[src/rtl/bus16_arbiter_if.sv]
// Requester-side bundle for bus16_arbiter: per-requester request/data in, grant and bus out.
interface bus16_arbiter_if #(
  parameter int unsigned N_REQ  = 4,
  parameter int unsigned DATA_W = 16
);
  localparam int unsigned IDX_W = $clog2(N_REQ);

  logic [N_REQ-1:0]        req;
  logic [N_REQ*DATA_W-1:0] wdata;
  logic [N_REQ-1:0]        wvalid;
  logic [N_REQ-1:0]        gnt;
  logic [IDX_W-1:0]        owner;
  logic [DATA_W-1:0]       bus_data;
  logic                    bus_valid;
  logic                    timeout;

  modport master (
    output req, wdata, wvalid,
    input  gnt, owner, bus_data, bus_valid, timeout
  );

  modport slave (
    input  req, wdata, wvalid,
    output gnt, owner, bus_data, bus_valid, timeout
  );
endinterface

[src/rtl/bus16_arbiter.sv]
// Round-robin owner arbiter driving the shared 16-bit bus through a registered mux.
// Optional forced release after MAX_HOLD grant cycles: define BUS16_ARB_TIMEOUT_EN.
module bus16_arbiter #(
  parameter int unsigned N_REQ    = 4,
  parameter int unsigned DATA_W   = 16,
  parameter int unsigned MAX_HOLD = 16
) (
  input  logic            clk,
  input  logic            rst,
  bus16_arbiter_if.slave  bus
);
  localparam int unsigned IDX_W = $clog2(N_REQ);

  typedef enum logic [1:0] {IDLE, GRANT, TURN} state_t;

  state_t             state_q, state_d;
  logic [N_REQ-1:0]   gnt_q, gnt_d;
  logic [IDX_W-1:0]   owner_q, owner_d;
  logic [IDX_W-1:0]   rr_ptr_q, rr_ptr_d;
  logic [DATA_W-1:0]  bus_data_q, bus_data_d;
  logic               bus_valid_q, bus_valid_d;
  logic               timeout_q, timeout_d;
  logic [IDX_W-1:0]   sel;
  logic               found;
  logic               hold_hit;
  logic [DATA_W-1:0]  wdata_arr [N_REQ];

  function automatic logic [IDX_W-1:0] wrap_idx(input int unsigned v);
    return IDX_W'(v % N_REQ);
  endfunction

  always_comb begin
    for (int i = 0; i < int'(N_REQ); i++) begin
      wdata_arr[i] = bus.wdata[i*DATA_W +: DATA_W];
    end
  end

  // First requester at or after rr_ptr, scanning upward with wrap.
  always_comb begin
    found = 1'b0;
    sel   = rr_ptr_q;
    for (int unsigned k = 0; k < N_REQ; k++) begin
      if (!found && bus.req[wrap_idx(32'(rr_ptr_q) + k)]) begin
        found = 1'b1;
        sel   = wrap_idx(32'(rr_ptr_q) + k);
      end
    end
  end

`ifdef BUS16_ARB_TIMEOUT_EN
  localparam int unsigned HOLD_W = $clog2(MAX_HOLD);
  logic [HOLD_W-1:0] hold_q, hold_d;
  assign hold_hit = bus.req[owner_q] && (hold_q == HOLD_W'(MAX_HOLD - 1));
`else
  wire unused_max_hold = (MAX_HOLD > 1);
  assign hold_hit = 1'b0;
`endif

  // Next-state and next-output logic.
  always_comb begin
    state_d     = state_q;
    gnt_d       = gnt_q;
    owner_d     = owner_q;
    rr_ptr_d    = rr_ptr_q;
    bus_data_d  = bus_data_q;
    bus_valid_d = 1'b0;
    timeout_d   = 1'b0;
`ifdef BUS16_ARB_TIMEOUT_EN
    hold_d      = hold_q;
`endif
    unique case (state_q)
      IDLE: begin
        if (found) begin
          state_d  = GRANT;
          gnt_d    = N_REQ'(1) << sel;
          owner_d  = sel;
          rr_ptr_d = wrap_idx(32'(sel) + 32'd1);
`ifdef BUS16_ARB_TIMEOUT_EN
          hold_d   = '0;
`endif
        end
      end
      GRANT: begin
        bus_data_d = wdata_arr[owner_q];
        if (!bus.req[owner_q] || hold_hit) begin
          state_d   = TURN;
          gnt_d     = '0;
          timeout_d = hold_hit;
        end else begin
          bus_valid_d = bus.wvalid[owner_q];
`ifdef BUS16_ARB_TIMEOUT_EN
          hold_d      = hold_q + HOLD_W'(1);
`endif
        end
      end
      TURN:    state_d = IDLE;
      default: state_d = IDLE;
    endcase
  end

  always_ff @(posedge clk or posedge rst) begin
    if (rst) begin
      state_q     <= IDLE;
      gnt_q       <= '0;
      owner_q     <= '0;
      rr_ptr_q    <= '0;
      bus_data_q  <= '0;
      bus_valid_q <= 1'b0;
      timeout_q   <= 1'b0;
`ifdef BUS16_ARB_TIMEOUT_EN
      hold_q      <= '0;
`endif
    end else begin
      state_q     <= state_d;
      gnt_q       <= gnt_d;
      owner_q     <= owner_d;
      rr_ptr_q    <= rr_ptr_d;
      bus_data_q  <= bus_data_d;
      bus_valid_q <= bus_valid_d;
      timeout_q   <= timeout_d;
`ifdef BUS16_ARB_TIMEOUT_EN
      hold_q      <= hold_d;
`endif
    end
  end

  assign bus.gnt       = gnt_q;
  assign bus.owner     = owner_q;
  assign bus.bus_data  = bus_data_q;
  assign bus.bus_valid = bus_valid_q;
  assign bus.timeout   = timeout_q;

endmodule

[src/flat_wrapper.sv]
// flat-port wrapper written by rule: the top's interface ports become plain ports
module bus16_arbiter_flat 
#(
  parameter int unsigned N_REQ    = 4,
  parameter int unsigned DATA_W   = 16,
  parameter int unsigned MAX_HOLD = 16
)
  (clk, rst, bus_req, bus_wdata, bus_wvalid, bus_gnt, bus_owner, bus_bus_data, bus_bus_valid, bus_timeout);
  bus16_arbiter_if #(.N_REQ(N_REQ), .DATA_W(DATA_W)) bus_i ();
  input  logic clk;
  input  logic rst;
  input wire logic [$bits(bus_i.req)-1:0] bus_req;
  input wire logic [$bits(bus_i.wdata)-1:0] bus_wdata;
  input wire logic [$bits(bus_i.wvalid)-1:0] bus_wvalid;
  output wire logic [$bits(bus_i.gnt)-1:0] bus_gnt;
  output wire logic [$bits(bus_i.owner)-1:0] bus_owner;
  output wire logic [$bits(bus_i.bus_data)-1:0] bus_bus_data;
  output wire logic [$bits(bus_i.bus_valid)-1:0] bus_bus_valid;
  output wire logic [$bits(bus_i.timeout)-1:0] bus_timeout;
  assign bus_i.req = bus_req;
  assign bus_i.wdata = bus_wdata;
  assign bus_i.wvalid = bus_wvalid;
  assign bus_gnt = bus_i.gnt;
  assign bus_owner = bus_i.owner;
  assign bus_bus_data = bus_i.bus_data;
  assign bus_bus_valid = bus_i.bus_valid;
  assign bus_timeout = bus_i.timeout;
  bus16_arbiter #(.N_REQ(N_REQ), .DATA_W(DATA_W), .MAX_HOLD(MAX_HOLD)) u_core (.clk(clk), .rst(rst), .bus(bus_i));
endmodule
[config.mk]
export PLATFORM = sky130hd
export DESIGN_NAME = bus16_arbiter_flat
export DESIGN_NICKNAME = d
export VERILOG_FILES = /design/src/rtl/bus16_arbiter_if.sv /design/src/rtl/bus16_arbiter.sv /design/src/flat_wrapper.sv
export SDC_FILE = /design/constraint.sdc
export NUM_CORES = 1
export LEC_CHECK = 0
export CAP_MARGIN = 20
export CORE_UTILIZATION = 35
export CTS_BUF_LIST = sky130_fd_sc_hd__clkbuf_8
export DETAILED_ROUTE_END_ITERATION = 10
export MAX_ROUTING_LAYER = met4
export PLACE_DENSITY = 0.8
export REMOVE_ABC_BUFFERS = 1
export SETUP_SLACK_MARGIN = 0.05
export SYNTH_ARGS = -nofsm -noshare
export SYNTH_HDL_FRONTEND = slang
export SYNTH_SLANG_ARGS = --single-unit
[constraint.sdc]
create_clock -name clk -period 1.6 [get_ports clk]
set_input_delay 0.32 -clock clk [delete_from_list [all_inputs] [get_ports clk]]
set_output_delay 0.32 -clock clk [all_outputs]
set_load 0.005 [all_outputs]
# Word-level counts from Yosys, hierarchy flattened
# Cells that the tools add are included.
# op_classes
add_sub_neg	4
n_mul	0
n_div	0
n_lt_le_gt_ge	6
eq_ne	3
n_shift	1
n_mux	30
n_bitwise	1
n_reduce_logical	11
# op_table
operator	count
binary-select mux 16 bit (select 2 bit)	1
two-way mux 16 bit	2
< comparator 2 x 3 -> 1 bit, second input constant	5
binary-select mux 1 bit (select 2 bit)	6
two-way mux 1 bit	12
two-way mux 2 bit	5
two-way mux 4 bit	2
one-hot mux 4 bit (2 select lines)	1
adder 2 x 1 -> 2 bit, second input constant	2
adder 2 bit, second input constant	2
one-hot mux 2 bit (2 select lines)	1
AND reduction 2 bit	2
<< shifter 1 x 2 -> 4 bit, first input constant	1
greater-or-equal comparator 3 bit, second input constant	1
logical AND 1 bit	3
zero test 1 bit	3
inverter 2 -> 3 bit	1
AND reduction 3 bit	1
equality test 2 x 1 -> 1 bit, second input constant	1
zero test 2 bit	1
!= test 2 x 1 -> 1 bit, second input constant	1
!= test 2 bit, second input constant	1
nonzero test 2 bit	1
# totals
reg_bits	27
latch_bits	0
ram_bits	0
mem_bits_ro	0
inputBits	74
output_inout_bits	24
wordCells	62
memories	0

# Logic depth before layout (Yosys ltp)
# Gate-level depths: netlist (run 1).
# logic_depth
ltp_word	15
mapped_depth	5
depth_no_buf	5

# Least setup slack after synthesis (run 1)
# Ideal clock, no wire load.
# synth_path
path_kind	register -> register
from	reg u_core.rr_ptr_q[1]
to	reg u_core.rr_ptr_q[1]
setup_time_ps	127
arrival_time_ps	1646
required_time_ps	1473
setup_slack_ps	-173
path_stages_with_launch	6
n_path_buf	0
synth_period_minus_slack_ps	1773
cell_sequence	dfrtp_1 -> and3b_1 -> or4_4 -> nand2_1 -> ha_1 -> mux2_1
# synth_via
elab_chain_cells	13
word_cells_on_any_way	26
cone_classes	4 x add/sub; 15 x mux; 7 x reduce/logical
# synth_lines
element	line_no	source
from (decl)	bus16_arbiter.sv:19	logic [IDX_W-1:0] rr_ptr_q, rr_ptr_d;
from (signal assigned)	bus16_arbiter.sv:117	rr_ptr_q <= rr_ptr_d;
parallel branches: the longest is 11 deep, another holds adder 2 x 1 -> 2 bit	-	
two-way mux 2 bit (*)	bus16_arbiter.sv:43	if (!found && bus.req[wrap_idx(32'(rr_ptr_q) + k)]) begin
named net u_core.sel[1]	bus16_arbiter.sv:23	logic [IDX_W-1:0] sel;
adder 2 x 1 -> 2 bit (*)	bus16_arbiter.sv:77	rr_ptr_d = wrap_idx(32'(sel) + 32'd1);
# Mark *: on every way through the listed nets, which the timed path passes. The select of a mux whose other input is x is not followed.
# A chain may end at the register's enable or synchronous reset.

# Final worst setup path (run 1)
# Ends and elaborated chain as after synthesis.

==> flow_summary_export.csv, run 1 <==
group,metric,value,unit
power,comb_power_share,68.4,%
placed_design,gp_congestion,0.844,
sta,hold_violations,0,
clocking,numCtsBuffers,3,
synthesis,yosysWarnings,0,
synthesis,synthesis.area,0.00168,mm2
sta,maxSlewViolCount,0,
grt,antenna_found_initial,0,
worst_setup_path,ff2ff_setup_slack,-0.13,ns
route,wl,5440,um
synthesis,synth_area_leader_cell,"dfrtp_1",
route,ant_nets,0,
clocking,clk_path_buf_depth,2,
synthesis,synth.distinct_cells,36,
worst_setup_path,path_max_fanout,3,
floorplan,rows,24,
clocking,insertion_delay,0.28,ns
placed_design,portBuffers,96,
grt,grt_overflow_total,0,
clocking,htreeDepth,1,
floorplan,num_io_pins,98,
hold_path,worstHoldPathType,"input port to asynchronous set/reset pin",
placed_design,dp_worst_setup_slack,-0.588,ns
clocking,cts_tree,"yes",
synthesis,synthArstFlopShare,100,%
route,routedWlPerCell,18.6,um
grt,grt_pass1_wl,8310,um
final_layout,post-route-util,69.8,%
sta,finalCritPeriodShare,108,%
clocking,cts.sinks,27,
synthesis,yosysSeqAreaShare,40.3,%
power,vdd_drop_max,1010,uV
route,vias,1576,
synthesis,synth.area.top_cells,"dfrtp_1 40%, mux4_2 24%, mux2_2 11%, ha_1 3.0%, o2bb2ai_1 2.1%",
power,seq_power_share,23.7,%
final_layout,drive_above_1_share,36.1,%
floorplan,start_util,37.4,%
synthesis,postSynthCellCount,119,
power,swShare,33.5,%
sta,setup_slack,-0.131,ns
sta,clock.fmax,578,MHz
worst_setup_path,r2r_cells,5,
floorplan,die_w,71.2,um
grt,grt_pass1_vias,1687,
synthesis,ys.flop_type,"dfrtp_1",
route,via_per_inst,5.38,
power,p_sw,1.76,mW
power,power.internal,3.50,mW
clocking,hold_buffers,0,
worst_setup_path,critPathKind,"flip-flop to flip-flop",
synthesis,yosys_register_bits,27,
route,drc,13,
grt,grt_max_degree,28,
placed_design,placed_area,0.00284,mm2
floorplan,coreArea,0.00447,mm2
sta,setup_tns,-0.313,ns
run_status,status,"finished, violations left",
route,drtPass1Iterations,8,
placed_design,dpl.hpwl,3970,um
clocking,clk_pin_slew,0.10,ns
flow_run,drv_cap,0,
final_layout,final_area,0.00312,mm2
final_layout,area_delta_synth_final,86.4,%
worst_setup_path,worstReg2RegStart,"u_core.rr_ptr_q[1]",
power,leakage,1.28,nW
grt,grt_util_all_layers,21.8,%
synthesis,synth_top_area_share,40.3,%
final_layout,layout.nets,320,
synthesis,synth-edff-count,0,
synthesis,syn_area_per_cell,14.1,um2
final_layout,antennaDiodeCount,0,
floorplan,design.die.area,0.00507,mm2
power,p_clk_share,7.9,%
sta,rsz0062_at_grt,"yes",
worst_setup_path,crit_path_end_kind,"flip-flop",
worst_setup_path,critPathArrivalTime,1.91,ns
worst_setup_path,cp-start-kind,"flip-flop",
sta,skew,0.00265,ns
sta,setup_viol,5,
worst_setup_path,r2r-end,"u_core.rr_ptr_q[1]",
power,powerDensity,1690,mW/mm2
clocking,root_buffer,"clkbuf_8",
floorplan,die_y,71.2,um
run_status,violations,"DRC, setup timing",
route,drtIter0Drc,75,
worst_setup_path,required,1.78,ns
sta,finalCriticalPeriod,1.73,ns
==> worst max-delay path: stages (launching register included) <==
cell     delay (ns)
dfrtp_1        0.41
and3b_1        0.18
or4_4          0.51
nand2_4        0.09
ha_4           0.19
mux2_4         0.25
==> per-stage QoR <==
step | instances | power [mW] | hold WS [ns]
finish | 293 | 5.26 | 0.399
global route | 293 | 5.58 | 0.448
CTS | 292 | 5.02 | 0.410
detailed placement | 282 | 4.19 | 0.496
global placement | 282 | 4.11 | 0.489
floorplan | 112 | 2.69 | 0.373
==> synth_stat cells, types with 2 or more instances <==
cell / count
buf_6: 2
a21oi_1: 2
nor2_1: 3
nor3_1: 2
mux4_2: 18
nand2_1: 4
o21ai_0: 6
dfrtp_1: 27
o2bb2ai_1: 4
nor2b_1: 5
ha_1: 4
mux2_2: 16
buf_2: 3
==> final cells by class <==
cell class / count / area [um2]
tap: 52 / 65.1
fill: 318 / 1350
timing repair buffer: 125 / 1230
clock inverter: 1 / 7.51
sequential: 27 / 678
inverter: 1 / 3.75
multi-input combinational: 84 / 1090
clock buffer: 3 / 41.3
==> routing by layer <==
layer / track usage, % / wire [um]
met5: - / 0
met4: 2.67 / 15
met3: 5.13 / 490
met2: 38.7 / 2830
met1: 25.8 / 2110
==> flip-flops by register name, summed over array words and instances, names as in the netlist <==
name	cells
u_core.bus.bus_data	16
u_core.bus.owner	2
u_core.bus.gnt	4
u_core.rr_ptr_q	2
u_core.bus.bus_valid	1
u_core.state_q	2
==> logic make-up (layout without fill, tap and decap cells) <==
family                   after synthesis  after routing  synth area share, %
adder cells (fa/ha/maj)                4              4                 2.99
AND/OR/NAND/NOR                       23             23                 8.96
AO/OA/AOI/OAI                         21             21                 8.66
flip-flops                            27             27                 40.3
buffers and inverters                  8            130                 3.21
other                                  1              1                0.224
multiplexers                          35             35                 35.6
==> power by group through the flow <==
stage	clock, mW	sequential, mW	combinational, mW
after global placement	0	1.26	2.84
final	0.416	1.25	3.60
after detailed placement	0	1.28	2.91
after floorplan	0	1.39	1.30
after global routing	0.447	1.28	3.85
after CTS	0.423	1.24	3.36
==> worst max-delay path by stage <==
stage               cells past startpoint           startpoint  slack (ns)                 end
floorplan                               3  u_core.bus.owner[0]       -0.45   u_core.bus.gnt[0]
detailed placement                      6           bus_req[3]       -0.59  u_core.rr_ptr_q[1]
CTS                                     5   u_core.rr_ptr_q[1]       -0.14  u_core.rr_ptr_q[1]
global route                            5   u_core.rr_ptr_q[1]       -0.17  u_core.rr_ptr_q[1]
finish                                  5   u_core.rr_ptr_q[1]       -0.13  u_core.rr_ptr_q[1]
global placement                        6           bus_req[3]       -0.56  u_core.rr_ptr_q[1]
==> what timing repair did <==
action                                  4_1_cts  5_1_grt
resized for setup                            24       19
buffers inserted                              6        3
gates cloned                                  1        0
pin swaps                                     7        6
endpoints found under the setup margin       28       22
==> cell usage in the layout (no fill, tap or decap), drive strengths merged, types with 2 or more instances in the layout <==
| cell type | instances |
|---|---|
| nor2b | 5 |
| mux2 | 17 |
| a21oi | 2 |
| nand2 | 4 |
| mux4 | 18 |
| dfrtp | 27 |
| o2bb2ai | 4 |
| nor3 | 2 |
| ha | 4 |
| clkdlybuf4s50 | 91 |
| nor2 | 3 |
| o21ai | 7 |
| dlygate4sd2 | 5 |
| or4 | 2 |
| clkbuf | 3 |
| buf | 29 |
(Power assumes the default switching activity.)
==> inputs of run 2 (changes only) <==
CORE_MARGIN = 4   (was default)
==> run 2 against run 1 <==
Compared with the run above:
- the flow finishes with violations (setup timing)
- core utilization about the same
- sequential cell count unchanged
- first-iteration DRC count is 41% higher
- critical path type unchanged
- largest cell class unchanged
==> flow_summary_export.csv, run 2 (synthesis results as in run 1) <==
group,metric,value,unit
final_layout,area_delta_synth_final,87.5,%
sta,clock.fmax,598,MHz
flow_run,drv_cap,0,
clocking,root_buffer,"clkbuf_8",
worst_setup_path,ff2ff_setup_slack,-0.07,ns
power,seq_power_share,23.2,%
final_layout,largest_reg_flops,16,
worst_setup_path,r2r_cells,6,
grt,antenna_found_initial,0,
power,power.internal,3.60,mW
run_status,status,"finished, violations left",
final_layout,antennaDiodeCount,0,
worst_setup_path,critPathKind,"flip-flop to flip-flop",
clocking,numCtsBuffers,3,
worst_setup_path,critPathSlowestCell,"or4_4",
worst_setup_path,cp-start-kind,"flip-flop",
worst_setup_path,crit_path_end_kind,"flip-flop",
route,drtPass1Iterations,4,
power,powerDensity,1720,mW/mm2
worst_setup_path,r2r-end,"u_core.rr_ptr_q[1]",
sta,skew,0.00235,ns
power,finalPower,5.41,mW
worst_setup_path,path_max_fanout,3,
final_layout,fillers,327,
sta,finalCriticalPeriod,1.67,ns
final_layout,multi_input_area,0.00107,mm2
floorplan,coreArea,0.00450,mm2
power,p_sw,1.81,mW
grt,grt_pass1_vias,1608,
grt,grt_max_degree,28,
sta,setup_viol,6,
grt,grt_overflow_total,0,
sta,maxSlewViolCount,0,
floorplan,die_y,77.2,um
grt,grt_util_all_layers,20.6,%
route,routedWlPerCell,21.3,um
worst_setup_path,worstReg2RegStart,"u_core.rr_ptr_q[1]",
clocking,cts_tree,"yes",
floorplan,design.die.area,0.00596,mm2
clocking,htreeDepth,1,
power,p_clk_share,7.7,%
placed_design,dpl.hpwl,4410,um
power,vdd_drop_max,747,uV
run_status,violations,"setup timing",
clocking,cts.sinks,27,
floorplan,die_w,77.2,um
power,swShare,33.4,%
final_layout,final_area,0.00314,mm2
sta,hold_violations,0,
hold_path,worstHoldPathType,"input port to asynchronous set/reset pin",
worst_setup_path,cp_top_family,"simple AND/OR/NAND/NOR gates",
sta,setup_slack,-0.0725,ns
final_layout,final_cell_mix,"90 x clkdlybuf4s50_1, 25 x dfrtp_1, 20 x buf_4",
route,vias,1563,
clocking,insertion_delay,0.28,ns
route,drtIter0Drc,106,
sta,rsz0062_at_grt,"yes",
final_layout,final_common_cell,"clkdlybuf4s50_1",
clocking,clk_pin_slew,0.10,ns
placed_design,portBuffers,96,
route,drc,0,
final_layout,layout.nets,320,
floorplan,start_util,37.2,%
route,via_per_inst,5.33,
floorplan,num_io_pins,98,
route,wl,6240,um
placed_design,placed_area,0.00284,mm2
clocking,clk_path_buf_depth,2,
final_layout,ff_latch_area,678,um2
worst_setup_path,cp_cell_sequence,"buf_6, nor3_2, or4_4, nand2_4, ha_4, mux2_4",
power,leakage,1.31,nW
worst_setup_path,critical-path-max-stage-delay,0.51,ns
route,ant_nets,0,
placed_design,gp_congestion,0.887,
clocking,hold_buffers,0,
sta,finalCritPeriodShare,105,%
worst_setup_path,critPathBufInv,1,
power,comb_power_share,69.1,%
final_layout,drive_above_1_share,34.4,%
worst_setup_path,critPathArrivalTime,1.85,ns
worst_setup_path,required,1.78,ns
floorplan,rows,24,
worst_setup_path,crit_cells,6,
grt,grt_pass1_wl,9160,um
-- run 2: what timing repair did --
item | in CTS | in global routing
gates resized for setup | 23 | 19
buffers inserted | 9 | 2
gates cloned | 1 | 0
endpoints found under the hold margin | 0 | 0
setup endpoints to repair | 27 | 22
pin swaps | 2 | 2
-- run 2: area by class of cell --
type | instances | share of cell area (%)
multi-input combinational | 84 | 34.2
clock inverter | 1 | 0.239
tap | 52 | 2.07
timing repair buffer | 125 | 40.5
inverter | 1 | 0.119
clock buffer | 3 | 1.31
sequential | 27 | 21.6
-- run 2: per-layer routing --
| metal | vias to the layer above | share of wire, % | global-route usage [%] |
|---|---|---|---|
| met1 | 774 | 39 | 24.4 |
| met2 | 71 | 53 | 35.7 |
| met3 | 5 | 7.4 | 4.80 |
| met5 | - | 0 | - |
| li1 | 713 | - | - |
| met4 | 0 | 0.98 | 4.80 |
-- run 2: worst max-delay path by stage --
stage	slack, ns	from	to
3_5_place_dp	-0.62	bus_req[0]	u_core.rr_ptr_q[1]
3_3_place_gp	-0.59	bus_req[0]	u_core.rr_ptr_q[1]
4_1_cts	-0.06	u_core.rr_ptr_q[1]	u_core.rr_ptr_q[1]
2_1_floorplan	-0.45	u_core.bus.owner[0]	u_core.bus.gnt[0]
6_report	-0.07	u_core.rr_ptr_q[1]	u_core.rr_ptr_q[1]
5_1_grt	-0.13	u_core.rr_ptr_q[1]	u_core.rr_ptr_q[1]
-- run 2: power groups by stage --
stage          registers (mW)  clock network, mW  logic (mW)
6_report                 1.25              0.418        3.73
4_1_cts                  1.22              0.411        3.40
3_3_place_gp             1.26                  0        2.87
5_1_grt                  1.29              0.452        3.97
2_1_floorplan            1.39                  0        1.30
3_5_place_dp             1.28                  0        2.92
-- run 2: worst reg2reg max path: cells and delay by family, from the launching register on --
kind	cells	cell delay [ns]
and+or+nand+nor	3	0.64
muxes	1	0.25
adders and majority gates	1	0.19
DFF	1	0.37
buffers and inverters	1	0.11
-- run 2: through the flow --
stage	setup slack, ns	setup TNS, ns	util [%]	cells	hold WS, ns
4_1_cts	-0.0554	-0.116	67.8	292	0.421
5_1_grt	-0.130	-0.639	69.8	293	0.486
2_1_floorplan	-0.452	-7.94	-	112	0.373
6_report	-0.0725	-0.208	69.8	293	0.447
3_5_place_dp	-0.617	-4.44	63.0	278	0.495
3_3_place_gp	-0.592	-4.20	63.0	278	0.487
